### src/rtl/dla_xbar_config_beat_tx.sv
// Transmit end of the xbar configuration stream: takes one packed config packet
// and serializes it LSB word first into valid/ready beats tagged with index and last.
module dla_xbar_config_beat_tx #(
    parameter int CONFIG_DATA_WIDTH         = 32,
    parameter int CONFIG_BEAT_COUNT         = 4,
    parameter int CONFIG_BEAT_COUNTER_WIDTH = $clog2(CONFIG_BEAT_COUNT) + 1
) (
    input  logic                                          clk,
    input  logic                                          i_areset,
    input  logic                                          i_flush,
    input  logic                                          i_pkt_valid,
    output logic                                          o_pkt_ready,
    input  logic [CONFIG_DATA_WIDTH*CONFIG_BEAT_COUNT-1:0] i_pkt_data,
    output logic                                          o_beat_valid,
    input  logic                                          i_beat_ready,
    output logic [CONFIG_DATA_WIDTH-1:0]                  o_beat_data,
    output logic                                          o_beat_last,
    output logic [CONFIG_BEAT_COUNTER_WIDTH-1:0]          o_beat_index,
    output logic                                          o_busy
);

    localparam int PW = CONFIG_DATA_WIDTH * CONFIG_BEAT_COUNT;
    localparam int CW = CONFIG_BEAT_COUNTER_WIDTH;
    localparam logic [CW-1:0] LAST_IDX = CW'(CONFIG_BEAT_COUNT - 1);

    typedef enum logic {S_IDLE, S_SEND} state_t;

    state_t        r_state, w_state_nxt;
    logic [PW-1:0] r_shift, w_shift_nxt;
    logic [CW-1:0] r_index, w_index_nxt;
    logic          w_last;
    logic          w_beat_hs;
    logic          w_pkt_ready;

    assign w_last    = (r_state == S_SEND) && (r_index == LAST_IDX);
    assign w_beat_hs = (r_state == S_SEND) && i_beat_ready;

    always_comb begin
        w_state_nxt = r_state;
        w_shift_nxt = r_shift;
        w_index_nxt = r_index;
        w_pkt_ready = 1'b0;
        // Flush wins over everything, including an accept in the same cycle.
        if (i_flush) begin
            w_state_nxt = S_IDLE;
            w_index_nxt = '0;
        end else begin
            case (r_state)
                S_IDLE: begin
                    w_pkt_ready = 1'b1;
                    if (i_pkt_valid) begin
                        w_shift_nxt = i_pkt_data;
                        w_index_nxt = '0;
                        w_state_nxt = S_SEND;
                    end
                end
                S_SEND: begin
                    if (w_beat_hs) begin
                        if (!w_last) begin
                            w_shift_nxt = r_shift >> CONFIG_DATA_WIDTH;
                            w_index_nxt = r_index + CW'(1);
                        end else begin
                            // Last beat leaving: reload in place for zero-bubble back-to-back.
                            w_pkt_ready = 1'b1;
                            if (i_pkt_valid) begin
                                w_shift_nxt = i_pkt_data;
                                w_index_nxt = '0;
                            end else begin
                                w_state_nxt = S_IDLE;
                            end
                        end
                    end
                end
                default: w_state_nxt = S_IDLE;
            endcase
        end
    end

    always_ff @(posedge clk or posedge i_areset) begin
        if (i_areset) begin
            r_state <= S_IDLE;
            r_shift <= '0;
            r_index <= '0;
        end else begin
            r_state <= w_state_nxt;
            r_shift <= w_shift_nxt;
            r_index <= w_index_nxt;
        end
    end

    assign o_pkt_ready  = w_pkt_ready & ~i_areset;
    assign o_beat_valid = (r_state == S_SEND);
    assign o_busy       = (r_state == S_SEND);
    assign o_beat_last  = w_last;
    assign o_beat_index = r_index;
    assign o_beat_data  = r_shift[CONFIG_DATA_WIDTH-1:0];

endmodule

### config.mk
export PLATFORM = sky130hd
export DESIGN_NAME = dla_xbar_config_beat_tx
export DESIGN_NICKNAME = d
export VERILOG_FILES = /design/src/rtl/dla_xbar_config_beat_tx.sv
export SDC_FILE = /design/constraint.sdc
export NUM_CORES = 1
export LEC_CHECK = 0
export ABC_AREA = 1
export CAP_MARGIN = 0
export CORE_MARGIN = 3
export CORE_UTILIZATION = 56
export DETAILED_ROUTE_END_ITERATION = 10
export GPL_TIMING_DRIVEN = 0
export MAX_ROUTING_LAYER = met4
export PLACE_DENSITY = 0.86
export SLEW_MARGIN = 20
export SYNTH_ARGS = -nofsm -noshare
export SYNTH_HDL_FRONTEND = slang
export SYNTH_SLANG_ARGS = --single-unit
### constraint.sdc
create_clock -name clk -period 6.4 [get_ports clk]
set_clock_uncertainty 0.15 [all_clocks]
set_input_delay 0.64 -clock clk [delete_from_list [all_inputs] [get_ports clk]]
set_output_delay 0.64 -clock clk [all_outputs]
set_load 0.02 [all_outputs]
==> run_results.csv <==
group,metric,value,unit
timing,period_needed,3.64,ns
floorplanning,dieArea,15500,sq um
synthesis,ys.flop_type,"dfrtp_1",
layout,area_delta_synth_final,31.0,%
power,ir_drop,0.000207,V
synthesis,synth_area_per_cell,6.53,sq um
route,routed_via_density,5.30,
setup_path,path_class,"reg -> out",
clock_network,path_clk_slew,0.05,ns
route,vias,8335,
synthesis,netlist_area,7850,sq um
global_routing,grtUsageTotal,30.4,%
floorplanning,ioPinCount,172,
clock_network,insertion_delay,0.42,ns
clock_network,cts_inserted_buffers,17,
synthesis,synth_nets,1336,
power,netSwitchingPower,852,uW
clock_network,cts_max_level,4,
synthesis,async_reset_ff_share,100,%
power,power.share.clock,31.1,%
global_routing,antenna_found_initial,0,
floorplanning,dieHeight,124,um
floorplanning,row_count,42,
synthesis,synth_edf_count,0,
timing,fin_crit_sh,56.8,%
clock_network,tritoncts,"built",
power,p_int,1820,uW
layout,drive_gt1_share,8.30,%
route,drt-initial-drc-count,1012,
clock_network,cts_hold_buf,0,
route,wirelength,22900,um
layout,antenna_cells,0,
flow_run,drv_cap,0,
global_routing,grt_pass1_wl,37600,um
synthesis,syn_inst,1201,
power,power-per-cell-area,260,nW/um^2
setup_path,end_kind,"output pin",
global_routing,grt-ovfl-total,0,
route,drc_errors,0,
floorplanning,core_area,13500,sq um
clock_network,clockBufferDepth,2,
timing,drv_slew,0,
floorplanning,start_util,58.3,%
setup_path,crit_fanout,10,
timing,hold_viol,0,
layout,nets,1526,
clock_network,post_cts_buffers,0,
timing,slew-limit-headroom,63.2,%
global_routing,grt_pass1_vias,7746,
placement,dp_hpwl,16500,um
status,status,"complete, no violations",
timing,rsz0062_at_grt,"no",
setup_path,cp.arrival,2.85,ns
synthesis,synth_cell_types,17,
clock_network,cts_sinks,132,
layout,fillers,1076,
placement,io_buffers,170,
power,swShare,31.9,%
route,wl_per_cell,14.6,um
timing,worstMarginPinSlew,0.552,ns
timing,max_freq,275,MHz
synthesis,synth_seq_cells,132,
hold_path,min_path_type,"reg -> reg",
setup_path,critPathLaunchType,"register",
setup_path,crit_required,5.61,ns
power,power.leakage,0.00545,uW
timing,finalSetupViolations,0,
synthesis,seq_area_frac_synth,42.1,%
route,detail-route-antenna-nets,0,
placement,place_congestion,0.877,
power,comb_power_share,28.1,%
timing,finalSetupTns,0,ns
power,p_total,2670,uW
route,firstDrtPassIters,5,
floorplanning,die_width,124,um
synthesis,ys_warn_count,0,
power,p_seq_share,40.8,%
global_routing,grt_max_degree,68,
clock_network,cts_root_buf,"clkbuf_16",
clock_network,cts-resized-gates,0,
-- sequential cells by signal, indices dropped and copies added, names as in the netlist --
name          count
r_shift         128
o_beat_valid      1
o_beat_index      3
-- synthesized netlist by cell type, types with 4 or more instances --
cell        n  area, sq um
nand2_1   617         2320
nand3_1   197          986
dfrtp_1   132         3300
inv_1     103          387
buf_2      48          240
buf_4      37          278
o21ai_0    32          160
clkbuf_1   14         52.6
buf_1       7         26.3
inv_2       4         15.0
-- stage by stage --
step	std cells	hold WS (ns)	worst slack, ns	util [%]	instance area, sq um
after global placement	1547	0.311	0.138	72.6	9770
after detailed placement	1548	0.314	3.09	72.9	9800
final	1573	0.328	2.76	76.4	10300
after CTS	1573	0.329	2.84	76.4	10300
after floorplan	1201	0.299	2.08	-	7850
after global routing	1573	0.338	2.63	76.4	10300
-- critical path, stage by stage (launching register included) --
cell	delay [ns]
dfrtp_1	0.43
ha_1	0.19
ha_1	0.18
inv_2	0.04
nand2_2	0.26
inv_2	0.20
buf_2	0.24
nor3_1	0.22
clkdlybuf4s50_1	0.65
-- logic make-up (layout without fill, tap and decap cells) --
logic type	count (synthesis)	count (layout)	synth area share [%]
flip-flops	132	132	42.1
AO/OA/AOI/OAI	33	33	2.12
adder cells (fa/ha/maj)	2	2	0.319
buffers and inverters	215	411	13.0
AND/OR/NAND/NOR	819	819	42.5
-- power groups by stage --
stage | Sequential [uW] | Clock (uW) | Combinational, uW
3_3_place_gp | 1090 | 0 | 719
4_1_cts | 1090 | 825 | 750
2_1_floorplan | 1070 | 0 | 477
5_1_grt | 1110 | 866 | 838
6_report | 1090 | 830 | 752
3_5_place_dp | 1100 | 0 | 744
-- final timing paths --
kind | from | end | slack [ns] | cells past startpoint
worst min register to register | r_shift[120] | r_shift[120] | 0.33 | 2
worst max-delay path | o_beat_index[0] | o_pkt_ready | 2.76 | 8
max in group asynchronous | i_areset | r_shift[109] | 4.87 | 3
worst max register to register | o_beat_index[0] | r_shift[32] | 4.13 | 10
min in group asynchronous | i_areset | r_shift[27] | 0.53 | 2
worst min-delay path | r_shift[120] | r_shift[120] | 0.33 | 2
-- metal layers --
metal	vias up	GRT usage (%)	routed length (um)
li1	4050	-	-
met1	3827	40.3	9620
met2	418	47.8	11000
met3	40	5.79	1850
met4	0	9.35	452
met5	-	-	0
-- cells in the final DEF (no fill, tap or decap) --
master / n
a31oi_1: 1
buf_1: 7
buf_16: 1
buf_2: 48
buf_4: 37
buf_6: 2
clkbuf_1: 19
clkbuf_16: 17
clkbuf_8: 2
clkdlybuf4s50_1: 170
clkinv_2: 1
dfrtp_1: 132
ha_1: 2
inv_1: 102
inv_2: 4
inv_8: 1
nand2_1: 617
nand2_2: 2
nand3_1: 197
nand4_1: 1
nor2_2: 1
nor3_1: 1
o21ai_0: 32
-- cell type report --
type                       count  area, sq um  area share [%]
multi-input combinational    854         3520            34.3
sequential                   132         3300            32.1
timing repair buffer         171         1730            16.8
buffer                       108          619            6.02
clock buffer                  24          472            4.59
inverter                     107          409            3.98
tap                          176          220            2.14
clock inverter                 1         5.00          0.0487
Power figures use the tool's default switching activity.
==> RTL edit 1, RTL diff (same flow settings) <==
Take the reset off `r_shift` and load it in a clocked block of its own.
--- a/src/rtl/dla_xbar_config_beat_tx.sv
+++ b/src/rtl/dla_xbar_config_beat_tx.sv
@@ -81,3 +81,2 @@
             r_state <= S_IDLE;
-            r_shift <= '0;
             r_index <= '0;
@@ -85,5 +84,8 @@
             r_state <= w_state_nxt;
-            r_shift <= w_shift_nxt;
             r_index <= w_index_nxt;
         end
+    end
+
+    always_ff @(posedge clk) begin
+        r_shift <= w_shift_nxt;
     end
Behaviour: not the same (a bounded check fails within 4 cycles, from zero or initial values and one cycle with i_areset high).
==> RTL edit 1 against the original RTL <==
  * Cell area fell by 6.7%
  * Critical path depth did not move
  * Routed wire length fell by 17%
  * Worst setup slack improved by 0.078 ns
  * Power fell by 10%
  * Synthesized area fell by 11%
  * Sequential share of layout area rose by 9.0 points
  * Count of clock-buffer cells in the layout fell by 4
  * Sequential cell count did not move
  * Register-to-register slack improved by 0.02 ns
  * Die area fell by 10%
==> RTL edit 1: results (changes against the original RTL) <==
outcome finished, final reports clean; Via density 5.31 (+0.16%); leakage 3.92 nW (-28%); GRT Overall Usage 28.7% (-1.8 points); top post-synthesis cells by area edfxtp_1 (55%), nand2_1 (12%), o21ai_0 (6.9%), o21ai_1 (5.7%), buf_4 (4.9%); adder-cell share of the synthesized area 0.357% (+0.039 points); switch share 25.9% (-6.0 points); met2 usage 46.7% (-1.1 points); Async S/R FF share, synth 3.03% (-97 points); DR iter-0 viols 589 (-42%); M1 WL 7880 um (-18%); port bufs 171 (+0.59%); DP HPWL 14300 um (-13%); worst skew pair latency 0.42 ns (about the same); Comb. pwr 0.000482 W (-36%); met2 WL post-DR 9320 um (-15%); syn_nets 920 (-31%); fin cells 1161 (-26%); RD Place Congestion 0.959 (+9.4%); Worst path max stage delay 0.61 ns (-0.04 ns); register area share after synthesis 56.3% (+14 points); EDFF count, synth 128 (+128); Worst Max-Slew Pin Slew 0.538 ns (-0.0141 ns); worst path arrival time 2.77 ns (-0.08 ns); Worst R2R Path Depth 6 (-4); routed len/inst 16.4 um (+12%); top cells by count, synth nand2_1 (230), edfxtp_1 (128), o21ai_0 (96); Largest register FFs 128 (unchanged); top layer in use met4; Mapped Avg Cell Area 8.92 um^2 (+37%); Synth Area in XOR/XNOR 0% (unchanged); Root Driver clkbuf_16; clock-pin transition on the worst setup and hold timing paths 0.05 ns (about the same); antenna violations before repair 0 (unchanged); post-synthesis mux area share 0% (unchanged); largest net degree at the start of global routing 23 (-66%); CTS buffer count 17 (unchanged); VDD IR-drop max 0.175 mV (-16%); Clk. pwr 0.000815 W (-2%); layout cell share with drive strength beyond 1 11.7% (+3.4 points); met1 usage 35.8% (-4.6 points); Top delay family on crit path buffers and inverters; number of global-route vias before repair 6232 (-20%); Hold Path Class input port to async pin; pwr dens 249 nW/um^2 (-4.0%); compound-gate portion of the synthesized area 14.7% (+13 points); fill count 807 (-25%); Unique masters post-synth 20 (+3); Top reg by flops r_shift; first-pass GRT wire length 30800 um (-18%); clock buffer depth 2 (unchanged); CP max FO 14 (+4); GR met3 Demand/Resource 5.24% (-0.55 points); Cell Area, Placed 9110 um^2 (-7.0%); routed wl met3 1300 um (-30%); Layout Nets 1117 (-27%); TritonRoute pass-1 iters 6 (+1)
RTL edit 1: cell types whose count changed after synthesis, moves of 8 or more:
cell / before / now
a21oi_1: 0 / 19
buf_2: 48 / 19
buf_4: 37 / 46
buf_6: 2 / 14
clkbuf_1: 14 / 6
dfrtp_1: 132 / 4
edfxtp_1: 0 / 128
inv_1: 103 / 36
nand2_1: 617 / 230
nand3_1: 197 / 5
nor2_1: 0 / 85
o21ai_0: 32 / 96
o21ai_1: 0 / 80
RTL edit 1: worst paths after layout:
path / from / endpoint / slack, ns
max: i_beat_ready / o_pkt_ready / 2.84
min: i_areset / o_beat_index[2]$_DFFE_PP0P_ / 0.29
max reg2reg: o_beat_valid$_DFF_PP0_ / r_shift[5]$_DFFE_PP_ / 4.15
min reg2reg: r_shift[84]$_DFFE_PP_ / r_shift[52]$_DFFE_PP_ / 0.39
max in group asynchronous: i_areset / o_beat_index[0]$_DFFE_PP0P_ / 5.66
min in group clk: r_shift[84]$_DFFE_PP_ / r_shift[52]$_DFFE_PP_ / 0.39
RTL edit 1: per-stage QoR:
step,util [%],hold WS (ns),setup WS [ns]
after floorplan,-,0.256,0.642
after global placement,73.7,0.372,-2.03
after detailed placement,75.3,0.375,2.81
after CTS,79.2,0.286,2.81
after global routing,79.2,0.303,2.73
final,79.2,0.288,2.84
RTL edit 1: area by class of cell:
| type | instances | area (um^2) | area share, % |
|---|---|---|---|
| clock inverters | 10 | 43.8 | 0.456 |
| repair buffers | 178 | 1890 | 19.7 |
| plain buffers | 87 | 631 | 6.57 |
| well taps | 168 | 210 | 2.19 |
| inverters | 39 | 146 | 1.53 |
| multi-input cells | 527 | 2290 | 23.9 |
| flip-flops and latches | 132 | 3940 | 41.1 |
| clock buffers | 20 | 437 | 4.55 |
==> RTL edit 2, RTL diff (same flow settings) <==
Without the edit above. The parameter `CONFIG_DATA_WIDTH` goes from 32 to 48.
--- a/src/rtl/dla_xbar_config_beat_tx.sv
+++ b/src/rtl/dla_xbar_config_beat_tx.sv
@@ -3,3 +3,3 @@
 module dla_xbar_config_beat_tx #(
-    parameter int CONFIG_DATA_WIDTH         = 32,
+    parameter int CONFIG_DATA_WIDTH         = 48,
     parameter int CONFIG_BEAT_COUNT         = 4,
Ports: changed (resized i_pkt_data and o_beat_data); port bits go from 172 to 252. No check against the original RTL was run, so the function may have changed too.
==> RTL edit 2 against the original RTL <==
  * Worst setup slack improved by 0.095 ns
  * Power increased by 45%
  * Routed wire length increased by 56%
  * Register-to-register slack improved by 0.02 ns
  * Count of clock-buffer cells in the layout decreased by 6
  * Synthesized cell count increased by 49%
  * Highest routed layer unchanged
  * Largest cell class unchanged
  * Critical path type is now input port to output pin
  * Synthesized area increased by 49%
  * Fmax increased by 2.7%
  * Die area increased by 46%
  * Final cell count increased by 49%
  * Cell area increased by 47%
  * Sequential cell count increased by 64
==> RTL edit 2: results (changes against the original RTL) <==
GRT Overall Usage 32.5% (+2.1 points); DR iter-0 viols 1207 (+19%); Main synth FF type dfrtp_1; TritonRoute pass-1 iters 6 (+1); relative slew slack 54.3% (-8.9 points); port bufs 250 (+47%); Via density 5.24 (-1.2%); layout cell share with drive strength beyond 1 8.99% (+0.68 points); Layout Nets 2256 (+48%); Post-Syn Instances 1787 (+49%); largest net degree at the start of global routing 100 (+47%); top post-synthesis cells by area dfrtp_1 (42%), nand2_1 (30%), nand3_1 (13%), inv_1 (4.9%), buf_4 (4.3%); remaining antenna violation count 0 (unchanged); CTS buffer count 17 (unchanged); H-tree levels 4 (unchanged); Async S/R FF share, synth 100% (unchanged); Top reg by flops r_shift; clock buffer depth 2 (unchanged); Top delay family on crit path buffers and inverters; WL final 35800 um (+56%); dpl ws 2.92 ns (-0.172 ns); outcome finished, final reports clean; Largest register FFs 192 (+50%); register area share after synthesis 42.0% (-0.13 points); leakage 8.06 nW (+48%); number of global-route vias before repair 11600 (+50%); Post-CTS Resized 0 (unchanged); top cells by count, synth nand2_1 (921), nand3_1 (293), dfrtp_1 (196); RD Place Congestion 0.915 (+4.3%); CP max FO 10 (unchanged); Unique masters post-synth 16 (-1); routed len/inst 15.3 um (+4.9%); Yosys Warn Count 0 (unchanged); Cell Area, Placed 14600 um^2 (+49%); Hold Path Class flip-flop to flip-flop; first-pass GRT wire length 57000 um (+52%); antenna violations before repair 0 (unchanged); Root Driver clkbuf_16; Worst path max stage delay 0.69 ns (+0.04 ns); worst path arrival time 2.75 ns (-0.10 ns); clock-pin transition on the worst setup and hold timing paths 0.08 ns (+0.03 ns); worst skew pair latency 0.44 ns (+0.02 ns); syn_nets 1986 (+49%); ant diodes 0 (unchanged); VDD IR-drop max 0.192 mV (-6.9%); post-CTS setup buffer count 0 (unchanged); DP HPWL 26600 um (+61%); CP max-delay cell clkdlybuf4s50_1
RTL edit 2: power by group:
| part | total, W | internal (W) | switching [W] |
|---|---|---|---|
| clock network | 0.00111 | 0.000591 | 0.000521 |
| logic | 0.00114 | 0.000521 | 0.000615 |
| registers | 0.00162 | 0.00145 | 0.000174 |
| total | 0.00387 | 0.00256 | 0.00131 |
RTL edit 2: kinds of logic (layout without fill, tap and decap cells):
kind of cell	after synthesis	count (layout)	synth area share [%]
DFF	196	196	42.0
AOI/OAI and AO/OA	49	49	2.11
and+or+nand+nor	1219	1219	42.4
buffers and inverters	321	604	13.3
adders and majority gates	2	2	0.214
RTL edit 2: worst paths after layout:
| path | from | to | slack [ns] | cells after the start |
|---|---|---|---|---|
| setup / recovery | i_beat_ready | o_pkt_ready | 2.86 | 7 |
| hold / removal | r_shift[185]$_DFFE_PP0P_ | r_shift[185]$_DFFE_PP0P_ | 0.33 | 2 |
| setup reg to reg | o_beat_index[0]$_DFFE_PP0P_ | r_shift[0]$_DFFE_PP0P_ | 4.15 | 9 |
| hold reg to reg | r_shift[185]$_DFFE_PP0P_ | r_shift[185]$_DFFE_PP0P_ | 0.33 | 2 |
| max in group asynchronous | i_areset | r_shift[43]$_DFFE_PP0P_ | 4.52 | 3 |
| min in group asynchronous | i_areset | r_shift[109]$_DFFE_PP0P_ | 0.65 | 2 |
RTL edit 2: metal layers:
metal,routed length (um),share of wire (%),vias up,global-route usage (%)
met5,0,0,-,-
met4,854,2.4,0,9.74
met3,3100,8.7,65,4.97
met2,17000,47,650,50.7
met1,14900,42,5552,44.3
li1,-,-,5989,-
RTL edit 2: worst register-to-register path, stage by stage, from the launching register on:
cell and delay, ns:
dfrtp_1 0.42, ha_1 0.18, ha_1 0.16, inv_1 0.05, nand2_2 0.08, buf_2 0.31, clkbuf_1 0.48, nand3_1 0.15
nand3_1 0.10, nand2_1 0.05
RTL edit 2: layout make-up:
cell class,count,area [um^2]
Tap cell,270,338
Multi-Input combinational cell,1270,5230
Buffer,166,976
Timing Repair Buffer,251,2530
Clock inverter,14,170
Sequential cell,196,4900
Clock buffer,18,429
Fill cell,1620,5200
Inverter,155,589
RTL edit 2: stage by stage:
step	hold WS, ns	power [W]	setup TNS, ns	util (%)
after floorplan	0.299	0.00230	0	-
after global placement	0.311	0.00271	-464.47	71.3
after detailed placement	0.315	0.00275	0	71.5
after CTS	0.334	0.00385	0	74.5
after global routing	0.348	0.00406	0	74.5
final	0.334	0.00387	0	74.5
